[config.mk]
export PLATFORM = sky130hd
export DESIGN_NAME = instr_fetch_unit
export DESIGN_NICKNAME = d
export VERILOG_FILES = /design/src/rtl/riscv_pkg.sv /design/src/rtl/fetch_fifo.sv /design/src/rtl/instr_fetch_unit.sv
export SDC_FILE = /design/constraint.sdc
export NUM_CORES = 1
export LEC_CHECK = 0
export ABC_AREA = 0
export CAP_MARGIN = 20
export CORE_MARGIN = 2
export CORE_UTILIZATION = 30
export CTS_CLUSTER_DIAMETER = 60
export DETAILED_ROUTE_END_ITERATION = 8
export PLACE_DENSITY = 0.49
export SYNTH_ARGS = -nofsm -noshare
export SYNTH_HDL_FRONTEND = slang
export SYNTH_SLANG_ARGS = --single-unit
[constraint.sdc]
create_clock -name clk -period 3.9 [get_ports clk]
set_clock_uncertainty 0.15 [all_clocks]
set_input_delay 0.39 -clock clk [delete_from_list [all_inputs] [get_ports clk]]
set_output_delay 0.39 -clock clk [all_outputs]
set_load 0.01 [all_outputs]
[src/rtl/riscv_pkg.sv]
// Shared RV32I definitions for the core: datapath width, reset vector, NOP encoding and base opcodes.
// Also holds the fetch-buffer entry layout used by the fetch unit.
package riscv_pkg;

  localparam int XLEN = 32;

  localparam logic [XLEN-1:0] RESET_PC_DEFAULT = 32'h0000_0000;
  localparam logic [XLEN-1:0] NOP_INSTR        = 32'h0000_0013;

  localparam logic [6:0] OP_LOAD   = 7'b0000011;
  localparam logic [6:0] OP_STORE  = 7'b0100011;
  localparam logic [6:0] OP_BRANCH = 7'b1100011;
  localparam logic [6:0] OP_JAL    = 7'b1101111;
  localparam logic [6:0] OP_JALR   = 7'b1100111;
  localparam logic [6:0] OP_OPIMM  = 7'b0010011;
  localparam logic [6:0] OP_OP     = 7'b0110011;
  localparam logic [6:0] OP_LUI    = 7'b0110111;
  localparam logic [6:0] OP_AUIPC  = 7'b0010111;

  typedef struct packed {
    logic [XLEN-1:0] pc;
    logic [XLEN-1:0] instr;
  } fetch_entry_t;

  // Instruction fetches are always word aligned; low address bits are discarded.
  function automatic logic [XLEN-1:0] word_align(input logic [XLEN-1:0] addr);
    return addr & ~32'h3;
  endfunction

endpackage

[src/rtl/fetch_fifo.sv]
// Small synchronous FIFO with flush and occupancy count; the head entry is read straight from storage,
// so a pushed entry is first visible the cycle after the push.
module fetch_fifo #(
  parameter int WIDTH = 32,
  parameter int DEPTH = 4,
  localparam int AW = (DEPTH > 1) ? $clog2(DEPTH) : 1,
  localparam int CW = $clog2(DEPTH + 1)
) (
  input  logic             clk,
  input  logic             rst_n,
  input  logic             push,
  input  logic [WIDTH-1:0] push_data,
  input  logic             pop,
  input  logic             flush,
  output logic [CW-1:0]    count,
  output logic [WIDTH-1:0] head_data
);

  logic [WIDTH-1:0] mem [DEPTH];
  logic [AW-1:0]    wr_ptr;
  logic [AW-1:0]    rd_ptr;
  logic             do_push;
  logic             do_pop;

  function automatic logic [AW-1:0] next_ptr(input logic [AW-1:0] p);
    return (p == AW'(DEPTH - 1)) ? '0 : p + 1'b1;
  endfunction

  // Flush dominates; a push into a full FIFO is only accepted alongside a pop.
  assign do_pop  = pop && (count != '0) && !flush;
  assign do_push = push && !flush && ((count != CW'(DEPTH)) || do_pop);

  always_ff @(posedge clk or negedge rst_n) begin
    if (!rst_n) begin
      wr_ptr <= '0;
      rd_ptr <= '0;
      count  <= '0;
    end else if (flush) begin
      wr_ptr <= '0;
      rd_ptr <= '0;
      count  <= '0;
    end else begin
      if (do_push) wr_ptr <= next_ptr(wr_ptr);
      if (do_pop)  rd_ptr <= next_ptr(rd_ptr);
      unique case ({do_push, do_pop})
        2'b10:   count <= count + 1'b1;
        2'b01:   count <= count - 1'b1;
        default: ;
      endcase
    end
  end

  always_ff @(posedge clk) begin
    if (do_push) mem[wr_ptr] <= push_data;
  end

  assign head_data = mem[rd_ptr];

endmodule

[src/rtl/instr_fetch_unit.sv]
// RV32I fetch front end: PC, credit-limited imem request issue, in-order response buffering and
// redirect handling that discards every response still in flight when a branch/jump is taken.
module instr_fetch_unit
  import riscv_pkg::*;
#(
  parameter logic [XLEN-1:0] RESET_PC        = RESET_PC_DEFAULT,
  parameter int              FIFO_DEPTH      = 4,
  parameter int              MAX_OUTSTANDING = 2
) (
  input  logic            clk,
  input  logic            rst_n,
  output logic            imem_req_valid,
  input  logic            imem_req_ready,
  output logic [XLEN-1:0] imem_req_addr,
  input  logic            imem_rsp_valid,
  input  logic [XLEN-1:0] imem_rsp_data,
  input  logic            redirect_valid,
  input  logic [XLEN-1:0] redirect_pc,
  output logic            instr_valid,
  input  logic            instr_ready,
  output logic [XLEN-1:0] instr,
  output logic [XLEN-1:0] instr_pc,
  output logic [6:0]      op
);

  localparam int FCW = $clog2(FIFO_DEPTH + 1);
  localparam int OCW = $clog2(MAX_OUTSTANDING + 1);

  logic [XLEN-1:0] pc;
  logic [XLEN-1:0] rsp_pc;
  logic [OCW-1:0]  outstanding;
  logic [OCW-1:0]  drop_cnt;
  logic [FCW-1:0]  fifo_count;
  fetch_entry_t    head;
  fetch_entry_t    rsp_entry;
  logic            credit_ok;
  logic            req_fire;
  logic            rsp_keep;

  // Only issue when the response is guaranteed a buffer slot, counting everything already in flight.
  assign credit_ok = (32'(outstanding) < MAX_OUTSTANDING) &&
                     ((32'(outstanding) + 32'(fifo_count)) < 32'(FIFO_DEPTH));

  assign imem_req_valid = rst_n && !redirect_valid && credit_ok;
  assign imem_req_addr  = pc;
  assign req_fire       = imem_req_valid && imem_req_ready;
  assign rsp_keep       = imem_rsp_valid && (drop_cnt == '0) && !redirect_valid;
  assign rsp_entry      = '{pc: rsp_pc, instr: imem_rsp_data};

  // The tag queue occupancy is the number of accepted-but-unanswered requests.
  fetch_fifo #(
    .WIDTH (XLEN),
    .DEPTH (MAX_OUTSTANDING)
  ) u_tag_queue (
    .clk       (clk),
    .rst_n     (rst_n),
    .push      (req_fire),
    .push_data (pc),
    .pop       (imem_rsp_valid),
    .flush     (1'b0),
    .count     (outstanding),
    .head_data (rsp_pc)
  );

  fetch_fifo #(
    .WIDTH ($bits(fetch_entry_t)),
    .DEPTH (FIFO_DEPTH)
  ) u_instr_buf (
    .clk       (clk),
    .rst_n     (rst_n),
    .push      (rsp_keep),
    .push_data (rsp_entry),
    .pop       (instr_valid && instr_ready),
    .flush     (redirect_valid),
    .count     (fifo_count),
    .head_data (head)
  );

  // A redirect drops every response still owed, including one arriving in the redirect cycle itself.
  always_ff @(posedge clk or negedge rst_n) begin
    if (!rst_n) begin
      pc       <= RESET_PC;
      drop_cnt <= '0;
    end else begin
      if (redirect_valid) begin
        pc <= word_align(redirect_pc);
      end else if (req_fire) begin
        pc <= pc + 32'd4;
      end

      if (redirect_valid) begin
        drop_cnt <= (imem_rsp_valid && (outstanding != '0)) ? outstanding - 1'b1 : outstanding;
      end else if (imem_rsp_valid && (drop_cnt != '0)) begin
        drop_cnt <= drop_cnt - 1'b1;
      end
    end
  end

  assign instr_valid = (fifo_count != '0);
  assign instr       = instr_valid ? head.instr : NOP_INSTR;
  assign instr_pc    = instr_valid ? head.pc : '0;
  assign op          = instr[6:0];

endmodule

* Word level (Yosys, flattened, before mapping)
Memories as Yosys holds them, arrays and structs flattened. Index checks and enable logic that the tools add are counted.
Storage, ports and cells: flip-flop bits (word level) 45, bits in writable memories 320, input port bits 70, output and inout port bits 105, logic and storage cells 80, memories kept 2
Memory list:
- u_instr_buf.mem | words 4, bits a word 64, read ports 1, clocked after Yosys merged registers in 0, wr ports 1, line fetch_fifo.sv:19 | logic [WIDTH-1:0] mem [DEPTH];
- u_tag_queue.mem | words 2, bits a word 32, read ports 1, clocked after Yosys merged registers in 0, wr ports 1, line fetch_fifo.sv:19
Operators by class: add/subtract/negate cells 11, order comparisons 2, eq/ne operators 8, mux-type cells 22, reductions and logical operators 27
Operator list (number):
- $mux 32 | 4
- $add 32x3->32 const B | 1
- $mux 2 | 9
- $logic_and 1x1->1 | 14
- $reduce_bool 2->1 | 7
- $eq 2x2->1 const B | 4
- $add 2x1->2 const B | 3
- $mux 1 | 6
- $pmux 3 s2 | 1
- $reduce_bool 3->1 | 2
- $add 2x3->4 | 1
- $eq 2x1->1 const B | 2
- $lt 4x3->1 const B | 1
- $pmux 2 s2 | 1
- $sub 2x1->2 const B | 2
- $add 3x1->3 const B | 1
- $mux 3 | 1
- $ne 3x3->1 const B | 1
- $sub 3x1->3 const B | 1
- $add 1x1->1 const B | 2
- $logic_not 2->1 | 1
- $logic_or 1x1->1 | 2
- $lt 2x2->1 const B | 1
- $ne 2x2->1 const B | 1
- $logic_not 1->1 | 1

* Logic depth before layout (Yosys ltp)
depth after elaboration 9, gate-level depth with buffers 10, gate-level depth less buffers 10

* Modules after synthesis
Synthesis repeated with hierarchy kept, for this count alone.
Second synthesis, totals: cells, all modules 834, area, all modules 14839.2 um2
Modules (own cells, without submodules):
- fetch_fifo (u_instr_buf) | times used 1, cells each 381, area an instance 9716.8 um2, seq. area each 7862.5 um2
- instr_fetch_unit | times used 1, cells each 329, area an instance 2582.5 um2, seq. area each 800.8 um2
- fetch_fifo (u_tag_queue) | times used 1, cells each 124, area an instance 2539.9 um2, seq. area each 2021.9 um2

* Worst setup path before layout
OpenSTA, ideal clock, no wires.
path kind reg-to-reg, start register u_tag_queue.count[1], end memory u_tag_queue.mem[0][10], enable pin, setup time 0.417 ns, arrival 2.817 ns, required time 3.333 ns, setup slack 0.516 ns, cell stages (with the launch flop) 8, path buffers 2, period minus slack after synthesis 3.384 ns, cells stage by stage dfrtp_1 ha_1 nor4b_2 and4_1 buf_4 buf_2 nand2_1 nor2_1
Between the ends: longest elaborated chain between the ends 8
RTL lines:
- start, declared | line fetch_fifo.sv:15 | output logic [CW-1:0] count,
- start signal, assigned | line fetch_fifo.sv:46 | 2'b10: count <= count + 1'b1;
- start signal, assigned | line fetch_fifo.sv:47 | 2'b01: count <= count - 1'b1;
- $add 2x3->4 | line instr_fetch_unit.sv:42 | ((32'(outstanding) + 32'(fifo_count)) < 32'(FIFO_DEPTH));
- $lt 4x3->1 | line instr_fetch_unit.sv:42
- $logic_and 1x1->1 | line instr_fetch_unit.sv:41 | assign credit_ok = (32'(outstanding) < MAX_OUTSTANDING) &&
- $logic_and 1x1->1 | line instr_fetch_unit.sv:44 | assign imem_req_valid = rst_n && !redirect_valid && credit_ok;
- $logic_and 1x1->1 | line instr_fetch_unit.sv:46 | assign req_fire = imem_req_valid && imem_req_ready;
- $logic_and 1x1->1 (*) | line fetch_fifo.sv:31 | assign do_push = push && !flush && ((count != CW'(DEPTH)) || do_pop);
- $mux 1 (*) | line fetch_fifo.sv:54 | if (do_push) mem[wr_ptr] <= push_data;
- $mux 1 (implied by the code) (*) | line fetch_fifo.sv:54
- end, declared | line fetch_fifo.sv:19
Mark *: on every way between the ends. The rest lies on a longest branch, timed or not.

* Worst setup path after layout
start register u_instr_buf.rd_ptr[0], end output port instr_pc[27]
Between the ends: longest elaborated chain between the ends 2
RTL lines:
- start, declared | line fetch_fifo.sv:21 | logic [AW-1:0] rd_ptr;
- start signal, assigned | line fetch_fifo.sv:44 | if (do_pop) rd_ptr <= next_ptr(rd_ptr);
- $mem_v2 4x64
- $mux 32 | line instr_fetch_unit.sv:101 | assign instr_pc = instr_valid ? head.pc : '0;
- end, declared | line instr_fetch_unit.sv:22 | output logic [XLEN-1:0] instr_pc,
No other way between the ends.

==> reports/metrics.yaml <==
run_status:
  status: "complete, no violations"
timing:
  finalSetupTns_ns: 0
  max_slew_margin: 0.5115
  max_freq_mhz: 285.6
  report.final.slew_viol_count: 0
  fin_hold_ws_ns: 0.2542
  hold_viol_final: 0
  worst_slew_pin_slew_ns: 0.7271
  post-route-min-period_ns: 3.502
  rsz0062_at_grt: "no"
  finalSetupViolCount: 0
  min_period_over_period: 0.8979
cts:
  post_cts_resized: 0
  cts_setup_buffers: 0
  tritoncts: "built"
  cts.clk_slew.worst_paths_ns: 0.06
  cts_sinks: 351
  clk_latency_ns: 0.56
  htree_levels: 2
  clockRootBuffer: "clkbuf_16"
  holdBufCountCts: 1
  cts_buffer_depth: 3
  cts_buffers: 42
finish:
  areaGrowthSynthToFinish_pct: 27.11
  nets: 1076
  drive_gt1_frac: 0.1967
  final_cell_mix: "edfxtp_1, clkdlybuf4s50_1, mux4_2, and2_1, nand2_1"
  stdcell_area_um2: 18100
  fill_cells: 4364
  final_util: 0.3872
  final_common_cell: "edfxtp_1"
grt:
  grt_overflow: 0
  grt_pass1_vias: 8113
  antenna_found_initial: 2
  grt_start_max_net_pins: 58
  grt_pass1_wl_um: 51090
  grtUsageTotal: 0.1383
logic_synthesis:
  synth-edff-count: 308
  synth_area_um2: 14240
  synth_top_family_by_area: "multiplexers"
  synthSimpleGateAreaFrac: 0.07590
  synth-main-ff-cell: "edfxtp_1"
  synth_cell_types: 53
  synthAdderAreaFrac: 0.01107
  synth_xor_area_frac: 0.009839
  synth_mux_area_frac: 0.1247
  synth_compound_area_frac: 0.03207
  synthArstFlopShare: 0.1225
  ys_seq_area_frac: 0.7249
  avgSynthCellArea_um2: 17.83
  synthCells: 799
  ys_ff_latch: 351
  ys_warn_count: 0
power_and_ir_drop:
  p_leak_nw: 5.989
  powerDensity_nw_per_um2: 623.1
  ir_drop_uv: 323.5
setup_path:
  arrival_ns: 2.96
  cp-start-kind: "flop"
  path_max_fanout: 29
  startpoint: "u_instr_buf.rd_ptr[0]"
  crit_type: "reg2out"
  crit_required_ns: 3.36
  critical_path.max_stage_delay_ns: 0.84
  crit_chain: "buf_4, mux4_2, and2_1, clkdlybuf4s50_1"
  rr_startpoint: "u_instr_buf.count[2]"
  slowest_stage: "dfrtp_4"
  critPathCaptureType: "output port"
routing:
  dr.pass1.iters: 4
  avgViaCountPerCell: 4.683
  wirelength_um: 33620
  drt-initial-drc-count: 561
  drcViolationCount: 0
  wl_per_cell_um: 20.56
  num_vias: 7657
  ant_nets: 0
die:
  die_h_um: 221.9
  start_util: 0.3046
  core_um2: 46750
  io_pins: 175
  die_w_um: 221.9
  dieArea_um2: 49230
  fp-row-count: 79
placement:
  port_buffers: 168
  gp_congestion: 0.7681
  dp_hpwl_um: 20930
  detailed_place.area_um2: 16780
worst_hold_path:
  hold_path.class: "in2reg"
  hold_path_startpoint: "redirect_pc[9]"
run:
  maxCapViolCount: 0
cell type report:
cell class	count	area, um2	area share
Sequential cell	351	10330	0.5707
Clock buffer	51	1085	0.05992
Antenna cell	1	2.502	0.0001382
Clock inverter	26	222.7	0.01230
Inverter	13	48.80	0.002695
Timing Repair Buffer	197	2009	0.1110
Multi-Input combinational cell	389	3643	0.2013
Tap cell	607	759.5	0.04195
registers in the layout (all words and copies together) (netlist names):
signal / count
u_instr_buf.mem: 248
u_tag_queue.mem: 60
u_tag_queue.wr_ptr: 1
u_instr_buf.wr_ptr: 2
u_tag_queue.rd_ptr: 1
u_tag_queue.count: 2
drop_cnt: 2
u_instr_buf.rd_ptr: 2
imem_req_addr: 30
u_instr_buf.count: 3
power breakdown:
part	switching, mW	total (mW)	internal (mW)
clock network	1.56	3.70	2.14
registers	0.257	4.71	4.45
logic	1.32	2.87	1.55
synth_stat cells, types with 2 or more instances:
master / number / area share
xnor2_1: 7 / 0.0043
or2_2: 3 / 0.0013
mux2i_1: 3 / 0.0021
a21o_1: 7 / 0.0037
xor2_1: 9 / 0.0055
edfxtp_1: 308 / 0.65
and2_1: 66 / 0.029
o31ai_1: 4 / 0.0021
ha_1: 11 / 0.0097
nor2_2: 2 / 0.00088
a31oi_1: 4 / 0.0018
clkbuf_1: 21 / 0.0055
nand2b_1: 3 / 0.0013
buf_2: 11 / 0.0039
or4_1: 3 / 0.0016
o21ai_0: 20 / 0.0070
mux4_2: 62 / 0.098
nor2_1: 13 / 0.0034
dfrtp_1: 43 / 0.076
buf_4: 13 / 0.0069
nand4_1: 18 / 0.0079
a21oi_1: 11 / 0.0039
a221o_1: 4 / 0.0028
and4_1: 4 / 0.0025
mux2_2: 31 / 0.025
nand2_1: 43 / 0.011
inv_1: 12 / 0.0032
a22oi_1: 3 / 0.0016
or3_1: 3 / 0.0013
and3_1: 4 / 0.0018
buf_1: 3 / 0.00079
o31a_1: 2 / 0.0012
nand3_1: 13 / 0.0046
nor3_1: 10 / 0.0035
o211ai_1: 7 / 0.0037
critical path, delay by kind of cell, from the launching register on:
family	cells	cell delay, ns
buffers and inverters	2	0.88
DFF	1	0.84
muxes	1	0.50
and+or+nand+nor	1	0.17
layer usage:
| metal | up-vias | global-route usage | wire [um] |
|---|---|---|---|
| met5 | - | 0 | 11 |
| met4 | 2 | 0.04403 | 696 |
| met3 | 51 | 0.03300 | 2050 |
| met2 | 223 | 0.2139 | 15470 |
| met1 | 3860 | 0.1926 | 15390 |
| li1 | 3521 | - | - |
through the flow:
stage | std cells | setup WS [ns] | power (mW)
floorplan | 802 | 0.5159 | 6.318
global placement | 1556 | 0.7480 | 7.744
detailed placement | 1556 | 0.7244 | 7.761
CTS | 1634 | 0.2440 | 11.51
global route | 1634 | 0.1779 | 11.87
finish | 1635 | 0.3981 | 11.28
kinds of logic (layout without fill, tap and decap cells):
family                   count (synthesis)  count (layout)
flip-flops                             351             351
other                                    1               5
AND/OR/NAND/NOR                        191             191
multiplexers                            96              96
XOR/XNOR                                16              16
buffers and inverters                   62             287
adder cells (fa/ha/maj)                 12              12
AO/OA/AOI/OAI                           70              70
worst paths after layout:
kind	endpoint	slack (ns)	depth (start not counted)
max	instr_pc[27]	0.40	4
min	imem_req_addr[9]	0.25	3
max reg2reg	u_instr_buf.count[2]	0.83	9
min reg2reg	u_tag_queue.wr_ptr	0.42	1
max in group asynchronous	u_instr_buf.rd_ptr[1]	2.70	3
min in group asynchronous	imem_req_addr[26]	0.43	3
(Power assumes the default switching activity.)
